$ cat config.mk
export PLATFORM = sky130hd
export DESIGN_NAME = memory_arbiter
export DESIGN_NICKNAME = d
export VERILOG_FILES = /design/src/rtl/cpu_types_pkg.sv /design/src/rtl/arb_watchdog.sv /design/src/rtl/memory_arbiter.sv
export SDC_FILE = /design/constraint.sdc
export NUM_CORES = 1
export LEC_CHECK = 0
export ABC_AREA = 0
export CELL_PAD_IN_SITES_DETAIL_PLACEMENT = 0
export CELL_PAD_IN_SITES_GLOBAL_PLACEMENT = 1
export CORE_AREA = 2 2 103 105
export CTS_BUF_LIST = sky130_fd_sc_hd__clkbuf_4
export CTS_CLUSTER_DIAMETER = 200
export DETAILED_ROUTE_END_ITERATION = 10
export DIE_AREA = 0 0 105 107
export DONT_BUFFER_PORTS = 1
export GPL_TIMING_DRIVEN = 0
export PLACE_DENSITY_LB_ADDON = 0.1
export RECOVER_POWER = 100
export SYNTH_ARGS = -nofsm -noshare
export SYNTH_HDL_FRONTEND = slang
export SYNTH_SLANG_ARGS = --single-unit
$ cat constraint.sdc
create_clock -name CLK -period 2.16 [get_ports CLK]
set_input_delay 0.432 -clock CLK [delete_from_list [all_inputs] [get_ports CLK]]
set_output_delay 0.432 -clock CLK [all_outputs]
set_load 0.05 [all_outputs]
$ cat src/rtl/cpu_types_pkg.sv
// Shared types for the memory arbiter and its neighbours.
//   word_t       : 32-bit bus word used by every address/data port
//   arbstate_t   : arbiter FSM states
//   BUS_ERR_WORD : load value returned when a transaction is aborted by timeout
package cpu_types_pkg;

    typedef logic [31:0] word_t;

    typedef enum logic [1:0] {
        IDLE   = 2'd0,
        DGRANT = 2'd1,
        IGRANT = 2'd2
    } arbstate_t;

    localparam word_t BUS_ERR_WORD = 32'hBAD0BAD0;

endpackage

$ cat src/rtl/arb_watchdog.sv
// Grant watchdog: counts cycles spent in a grant state and flags a stuck RAM.
//   CLK, RST : clock, synchronous active-high reset
//   clear    : zero the counter (arbiter is idle)
//   enable   : a grant is in progress, count this cycle
//   ack      : RAM acknowledged this cycle (beats the timeout)
//   bus_err  : combinational pulse in the cycle the grant is aborted
module arb_watchdog #(
    parameter int unsigned TIMEOUT = 64
) (
    input  logic CLK,
    input  logic RST,
    input  logic clear,
    input  logic enable,
    input  logic ack,
    output logic bus_err
);

    localparam int unsigned TW = (TIMEOUT > 1) ? $clog2(TIMEOUT) : 1;
    localparam logic [TW-1:0] LAST = TW'(TIMEOUT - 1);

    logic [TW-1:0] tcount;

    // Holds at LAST so the counter can never wrap back to an innocent value.
    always_ff @(posedge CLK) begin
        if (RST || clear) begin
            tcount <= '0;
        end else if (enable && tcount != LAST) begin
            tcount <= tcount + 1'b1;
        end
    end

    assign bus_err = enable && (tcount == LAST) && !ack;

endmodule

$ cat src/rtl/memory_arbiter.sv
// Arbiter sharing one single-ported RAM between instruction fetch and data
// access. Data has priority; after MAX_DSTREAK data grants with a pending
// fetch the fetch is forced. One transaction at a time, one idle cycle
// between grants, and a watchdog aborts grants that never see ram_ack.
//   CLK, RST              : clock, synchronous active-high reset
//   halt                  : blocks new instruction grants
//   iREN, iaddr           : instruction read request
//   dREN, dWEN, daddr,
//   dstore                : data read/write request
//   ramload, ram_ack      : RAM response
//   iwait/iload,
//   dwait/dload           : requester hold and returned data
//   ramREN, ramWEN,
//   ramaddr, ramstore     : RAM command
//   bus_err               : one-cycle pulse on timeout abort
module memory_arbiter
    import cpu_types_pkg::*;
#(
    parameter int unsigned MAX_DSTREAK = 4,
    parameter int unsigned TIMEOUT     = 64
) (
    input  logic  CLK,
    input  logic  RST,
    input  logic  halt,
    input  logic  iREN,
    input  word_t iaddr,
    input  logic  dREN,
    input  logic  dWEN,
    input  word_t daddr,
    input  word_t dstore,
    input  word_t ramload,
    input  logic  ram_ack,
    output logic  iwait,
    output logic  dwait,
    output word_t iload,
    output word_t dload,
    output logic  ramREN,
    output logic  ramWEN,
    output word_t ramaddr,
    output word_t ramstore,
    output logic  bus_err
);

    localparam int unsigned SW = $clog2(MAX_DSTREAK + 1);
    localparam logic [SW-1:0] STREAK_MAX = SW'(MAX_DSTREAK);

    arbstate_t     state;
    arbstate_t     next_state;
    logic [SW-1:0] dstreak;
    logic          dreq;
    logic          force_i;
    logic          granted;
    logic          done;
    logic          expired;

    assign dreq    = dREN | dWEN;
    assign force_i = (dstreak == STREAK_MAX) && iREN && !halt;
    assign granted = (state != IDLE);
    assign done    = granted && (ram_ack || expired);
    assign bus_err = expired;

    arb_watchdog #(
        .TIMEOUT (TIMEOUT)
    ) u_watchdog (
        .CLK     (CLK),
        .RST     (RST),
        .clear   (!granted),
        .enable  (granted),
        .ack     (ram_ack),
        .bus_err (expired)
    );

    always_ff @(posedge CLK) begin
        if (RST) begin
            state <= IDLE;
        end else begin
            state <= next_state;
        end
    end

    // Streak only matters while a fetch is actually waiting.
    always_ff @(posedge CLK) begin
        if (RST || !iREN) begin
            dstreak <= '0;
        end else if (state == IGRANT && done) begin
            dstreak <= '0;
        end else if (state == DGRANT && done && dstreak != STREAK_MAX) begin
            dstreak <= dstreak + 1'b1;
        end
    end

    // Every grant returns to IDLE, so each transaction costs an idle cycle.
    always_comb begin
        next_state = state;
        case (state)
            IDLE: begin
                if (dreq && !force_i) begin
                    next_state = DGRANT;
                end else if (iREN && !halt) begin
                    next_state = IGRANT;
                end
            end
            DGRANT: if (!dreq || ram_ack || expired) next_state = IDLE;
            IGRANT: if (!iREN || ram_ack || expired) next_state = IDLE;
            default: next_state = IDLE;
        endcase
    end

    always_comb begin
        iwait    = iREN;
        dwait    = dreq;
        iload    = '0;
        dload    = '0;
        ramREN   = 1'b0;
        ramWEN   = 1'b0;
        ramaddr  = '0;
        ramstore = '0;
        case (state)
            DGRANT: begin
                ramaddr  = daddr;
                ramstore = dstore;
                ramWEN   = dWEN;
                ramREN   = dREN && !dWEN;
                if (ram_ack) begin
                    dwait = 1'b0;
                    dload = ramload;
                end else if (expired) begin
                    dwait = 1'b0;
                    dload = BUS_ERR_WORD;
                end
            end
            IGRANT: begin
                ramaddr = iaddr;
                ramREN  = iREN;
                if (ram_ack) begin
                    iwait = 1'b0;
                    iload = ramload;
                end else if (expired) begin
                    iwait = 1'b0;
                    iload = BUS_ERR_WORD;
                end
            end
            default: ;
        endcase
    end

endmodule
=== Yosys cells after proc, flatten, opt, wreduce, memory -nomap -nowiden ===
Cells that the tools add are included.

* Equal/unequal tests: 9
* Muxes and demuxes: 19
* Reduce and logical (&&, ||, !) cells: 30
* Bitwise gates (word level): 1
* Add/subtract/negate cells: 2

{| class="wikitable"
|+ Operators by type and width
! operator !! count
|-
| $mux W32 || 5
|-
| $pmux W32 S2 || 1
|-
| $logic_and A1 B1 Y1 || 12
|-
| $mux W2 || 4
|-
| $logic_not A1 Y1 || 7
|-
| $logic_or A1 B1 Y1 || 7
|-
| $mux W1 || 7
|-
| $add A6 B1 Y6 const B || 1
|-
| $eq A6 B6 Y1 const B || 1
|-
| $ne A3 B3 Y1 const B || 2
|-
| $ne A6 B6 Y1 const B || 1
|-
| $pmux W2 S3 || 1
|-
| $ne A2 B1 Y1 const B || 2
|-
| $add A3 B1 Y3 const B || 1
|-
| $eq A3 B3 Y1 const B || 1
|-
| $reduce_and A3 Y1 || 1
|-
| $eq A2 B1 Y1 const B || 1
|-
| $eq A2 B2 Y1 const B || 1
|-
| $logic_not A2 Y1 || 1
|-
| $pmux W1 S2 || 1
|-
| $reduce_bool A2 Y1 || 1
|-
| $reduce_or A2 Y1 || 1
|-
| $or A1 B1 Y1 || 1
|}

* Output and inout port bits: 133
* Register bits: 11

=== Longest topological paths before layout ===
* Depth in word-level cells: 7
* Depth in mapped cells: 8
* Mapped depth without buffers: 6

=== Modules after synthesis ===
Synthesis repeated with hierarchy kept, for this count alone.

* Cells, all modules: 282
* Area total of the unflattened synthesis: 1,848.0 um^2

{| class="wikitable"
|+ By module, submodules not included
! module !! times used !! cells each !! area each (um^2)
|-
| memory_arbiter || 1 || 248 || 1,559.0
|-
| arb_watchdog || 1 || 34 || 289.0
|}

=== Least setup slack after synthesis ===
OpenSTA, ideal clock, no wires.

* Path kind: register to output
* Start point: register state[0]
* End point: output port iload[12]
* Required time: 1.728 ns
* Stages on the path, launching flop included: 9
* Path buffers: 2
* Data arrival time: 2.102 ns
* Setup slack: -0.374 ns
* Cell sequence: dfxtp_1 -> inv_1 -> ha_1 -> buf_2 -> and3b_1 -> a21o_1 -> nand2_1 -> buf_2 -> nor2_1

* Cells in the longest elaborated chain, start to end: 6
* Elaborated cells on any way between the ends: 7

{| class="wikitable"
|+ Ends and longest elaborated chain
! item !! line !! source
|-
| start: declaration || memory_arbiter.sv:47 || <nowiki>arbstate_t state;</nowiki>
|-
| start signal: assignment || memory_arbiter.sv:77 || <nowiki>state <= next_state;</nowiki>
|-
| $reduce_bool A2 Y1 || memory_arbiter.sv:58 || <nowiki>assign granted = (state != IDLE);</nowiki>
|-
| $logic_and A1 B1 Y1 (2 in series) || arb_watchdog.sv:32 || <nowiki>assign bus_err = enable && (tcount == LAST) && !ack;</nowiki>
|-
| $mux W32 || memory_arbiter.sv:138 || <nowiki>end else if (expired) begin</nowiki>
|-
| $mux W32 || -- ||
|-
| $mux W32 * || memory_arbiter.sv:118 || <nowiki>case (state)</nowiki>
|-
| end: declaration || memory_arbiter.sv:35 || <nowiki>output word_t iload,</nowiki>
|}

Every way passes the cells marked *; elsewhere a longest branch is shown, timed or not.

=== Final worst setup path ===
* Start point: register state[1]
* End point: output port iload[31]

Same word-level chain as after synthesis.

==> flow_metrics.py <==
metrics = {
    "status": {
        "outcome": "finished, violations left",
        "violations": "setup timing",
    },
    "setup_path": {
        "r2r-end": "state[1]$_SDFFE_PP0P_",
        "crit_path_end_kind": "primary output",
        "r2r_cells": 8,
        "worstPathArrival_ns": 1.87,
        "critPathKind": "register to primary output",
        "startpoint_type": "register",
        "critPathRequiredTime_ns": 1.73,
        "r2r-start": "state[1]$_SDFFE_PP0P_",
        "cp_max_fo": 9,
        "r2r_slack_ns": 0.37,
    },
    "power_and_ir_drop": {
        "p_leak_nw": 1.207,
        "p_comb_share_pct": 82.4,
        "p_sw_share_pct": 57.95,
        "p_clk_share_pct": 7.3,
        "p_sw_mw": 1.266,
        "p_seq_share_pct": 10.2,
        "ir_drop_uv": 277.1,
        "p_int_mw": 0.9183,
        "power.density_nw_per_um2": 649.9,
    },
    "floorplanning": {
        "core-area_um2": 10090,
        "start_util_pct": 18.27,
        "ios": 268,
        "fp-row-count": 37,
        "die_area_um2": 11240,
        "die_x_um": 105,
        "die_y_um": 107,
    },
    "clock_network": {
        "cts.sinks": 11,
        "ctsLongestPathBuffers": 2,
        "insertion_delay_ns": 0.27,
        "root_buffer": "clkbuf_4",
        "ctsHoldBuffers": 0,
        "cts_max_level": 1,
        "cts-buffers-inserted": 3,
        "clkTransAtPathRegs_ns": 0.08,
        "cts_tree": "yes",
    },
    "yosys": {
        "synthCells": 288,
        "synth.avg_cell_area_um2": 6.404,
        "synth_fp_nets": 429,
        "async_reset_ff_share_pct": 0,
        "yosys_register_bits": 11,
        "synth_common_cells": "54 x nor2_1, 35 x and2_1, 33 x a22oi_1, 33 x nor2b_1, 32 x and3_1",
        "synth_edf_count": 0,
        "netlist_area_um2": 1844,
        "synth_area_leaders": "a22oi_1 13%, dfxtp_1 12%, and2_1 12%",
        "synth_top_area_share_pct": 13.43,
        "synth_area_leader_cell": "a22oi_1",
        "synthMostInstantiatedCell": "nor2_1",
        "ys.flop_type": "dfxtp_1",
        "synth.distinct_cells": 38,
        "yosysWarnings": 0,
        "ys_seq_area_share_pct": 11.94,
    },
    "timing": {
        "tightest_slew_ns": 0.5754,
        "hold_violations": 0,
        "clock.fmax_mhz": 434.6,
        "setup_viol": 37,
        "max_slew_margin_pct": 61.60,
        "fin_skew_ns": 0.001684,
        "slew_violations": 0,
        "rsz0062_at_grt": "yes",
        "fin_crit_ns": 2.301,
        "min_period_over_period_pct": 106.5,
        "fin_ws_ns": -0.1408,
    },
    "global_routing": {
        "grt_antenna_before_repair": 0,
        "grt_pass1_vias": 2183,
        "overflow": 0,
        "grt_start_max_net_pins": 11,
        "grt_usage_pct": 14.86,
        "grt_first_pass_wirelength_mm": 13.04,
    },
    "finish": {
        "syn_to_final_growth_pct": 82.23,
        "post-route-util_pct": 33.30,
        "final_cells": 450,
        "finalNetCount": 456,
        "fill_cells": 1089,
        "drive_gt1_share_pct": 73.25,
        "n_antenna_cell": 0,
    },
    "drt": {
        "drt_iter0_drc": 83,
        "wl_mm": 9.528,
        "drc": 0,
        "detail-route-antenna-nets": 0,
        "vias_per_cell": 5.007,
        "drt_pass1_iterations": 4,
        "wl_per_cell_um": 21.17,
        "vias": 2253,
    },
    "placement": {
        "gp_congestion": 0.7172,
        "hpwlAfterDp_mm": 7.486,
        "numPortBuffers": 0,
        "placed_cells": 424,
    },
    "worst_hold_path": {
        "hold_depth": 2,
        "min_to": "dstreak[1]$_SDFFE_PP0P_",
        "worstHoldStart": "iREN",
        "timing.hold.worst.class": "input pin to register",
    },
    "run": {
        "cap_violations": 0,
    },
}
==> what timing repair did <==
| action | 4_1_cts | 5_1_grt |
|---|---|---|
| cloned | 1 | 5 |
| resized for setup | 214 | 76 |
| buffers inserted | 10 | 9 |
| pin swaps | 13 | 30 |
| endpoints found under the setup margin | 133 | 100 |
==> metal layers <==
metal | GRT usage (%) | share of wire [%]
met4 | 2.952 | 0.65
met1 | 17.05 | 37
met2 | 28.20 | 55
met3 | 3.222 | 7.2
met5 | 0 | 0
==> kinds of logic (layout without fill, tap and decap cells) <==
| kind of cell | after synthesis | count (layout) | synth area share [%] |
|---|---|---|---|
| compound gates | 57 | 57 | 23.07 |
| mux | 1 | 1 | 0.5428 |
| xor+xnor | 3 | 3 | 1.425 |
| fa+ha+maj | 6 | 6 | 4.070 |
| flops | 11 | 11 | 11.94 |
| buf+inv | 35 | 61 | 7.463 |
| simple gates | 175 | 175 | 51.49 |
==> how the worst max path moves through the flow <==
stage | from | to | slack (ns) | cells past startpoint
floorplan | state[0]$_SDFFE_PP0P_ | iload[11] | -0.22 | 7
global placement | state[0]$_SDFFE_PP0P_ | iload[7] | -0.83 | 6
detailed placement | state[0]$_SDFFE_PP0P_ | iload[31] | -0.87 | 6
CTS | state[1]$_SDFFE_PP0P_ | dload[29] | -0.20 | 8
global route | state[1]$_SDFFE_PP0P_ | iload[31] | -0.20 | 6
finish | state[1]$_SDFFE_PP0P_ | iload[31] | -0.14 | 6
==> sequential cells by signal, summed over array words and instances, names as in the netlist <==
register and count:
dstreak 3, u_watchdog.tcount 6, state 2
==> per-stage QoR <==
step	total power [mW]	instance area [um2]	TNS [ns]	hold WS, ns	setup WS [ns]
floorplan	1.355	2086	-3.267	0.4521	-0.2215
global placement	1.516	2256	-53.53	0.4710	-0.8280
detailed placement	1.517	2256	-58.37	0.4828	-0.8681
CTS	2.045	3020	-4.328	0.3698	-0.1971
global route	2.281	3361	-6.526	0.3822	-0.2009
finish	2.184	3361	-2.758	0.3846	-0.1408
==> area by class of cell <==
class,instances,area [um2],share of cell area [%]
Inverter,8,38.79,1.154
Multi-Input combinational cell,242,2377,70.74
Timing Repair Buffer,25,299.0,8.898
Tap cell,136,170.2,5.063
Buffer,24,216.5,6.441
Clock buffer,4,30.03,0.8935
Sequential cell,11,229.0,6.813
==> cell usage in the layout (no fill, tap or decap), types with 2 or more instances in the layout <==
master,n
ha_1,2
nor2_2,13
a22oi_2,19
nand2_8,2
nor2_1,12
nand2_1,6
ha_4,4
a21oi_1,4
and3_4,18
buf_4,16
dfxtp_1,8
and2_4,35
clkbuf_2,7
inv_1,5
buf_2,2
buf_12,3
nor2b_4,32
o21ai_0,5
clkbuf_4,8
nand3_1,4
clkbuf_16,5
buf_8,3
dfxtp_4,2
clkbuf_1,4
inv_4,2
and3_2,15
nor2_4,29
a211oi_1,3
buf_6,3
a22oi_1,14
xor2_1,2
==> power groups by stage <==
stage / logic [mW] / registers (mW) / clock network (mW)
after floorplan: 1.13 / 0.222 / 0
after global placement: 1.29 / 0.224 / 0
after detailed placement: 1.29 / 0.224 / 0
after CTS: 1.66 / 0.221 / 0.165
after global routing: 1.88 / 0.225 / 0.177
final: 1.80 / 0.223 / 0.160
==> critical path, cell delays in order, from the launching register on <==
cell and delay, ns:
dfxtp_4 0.37, inv_4 0.04, ha_4 0.15, and3b_2 0.24, a21o_4 0.19, nand2_8 0.11
nor2_2 0.49
Note: power is estimated with default switching activity, not from simulation.
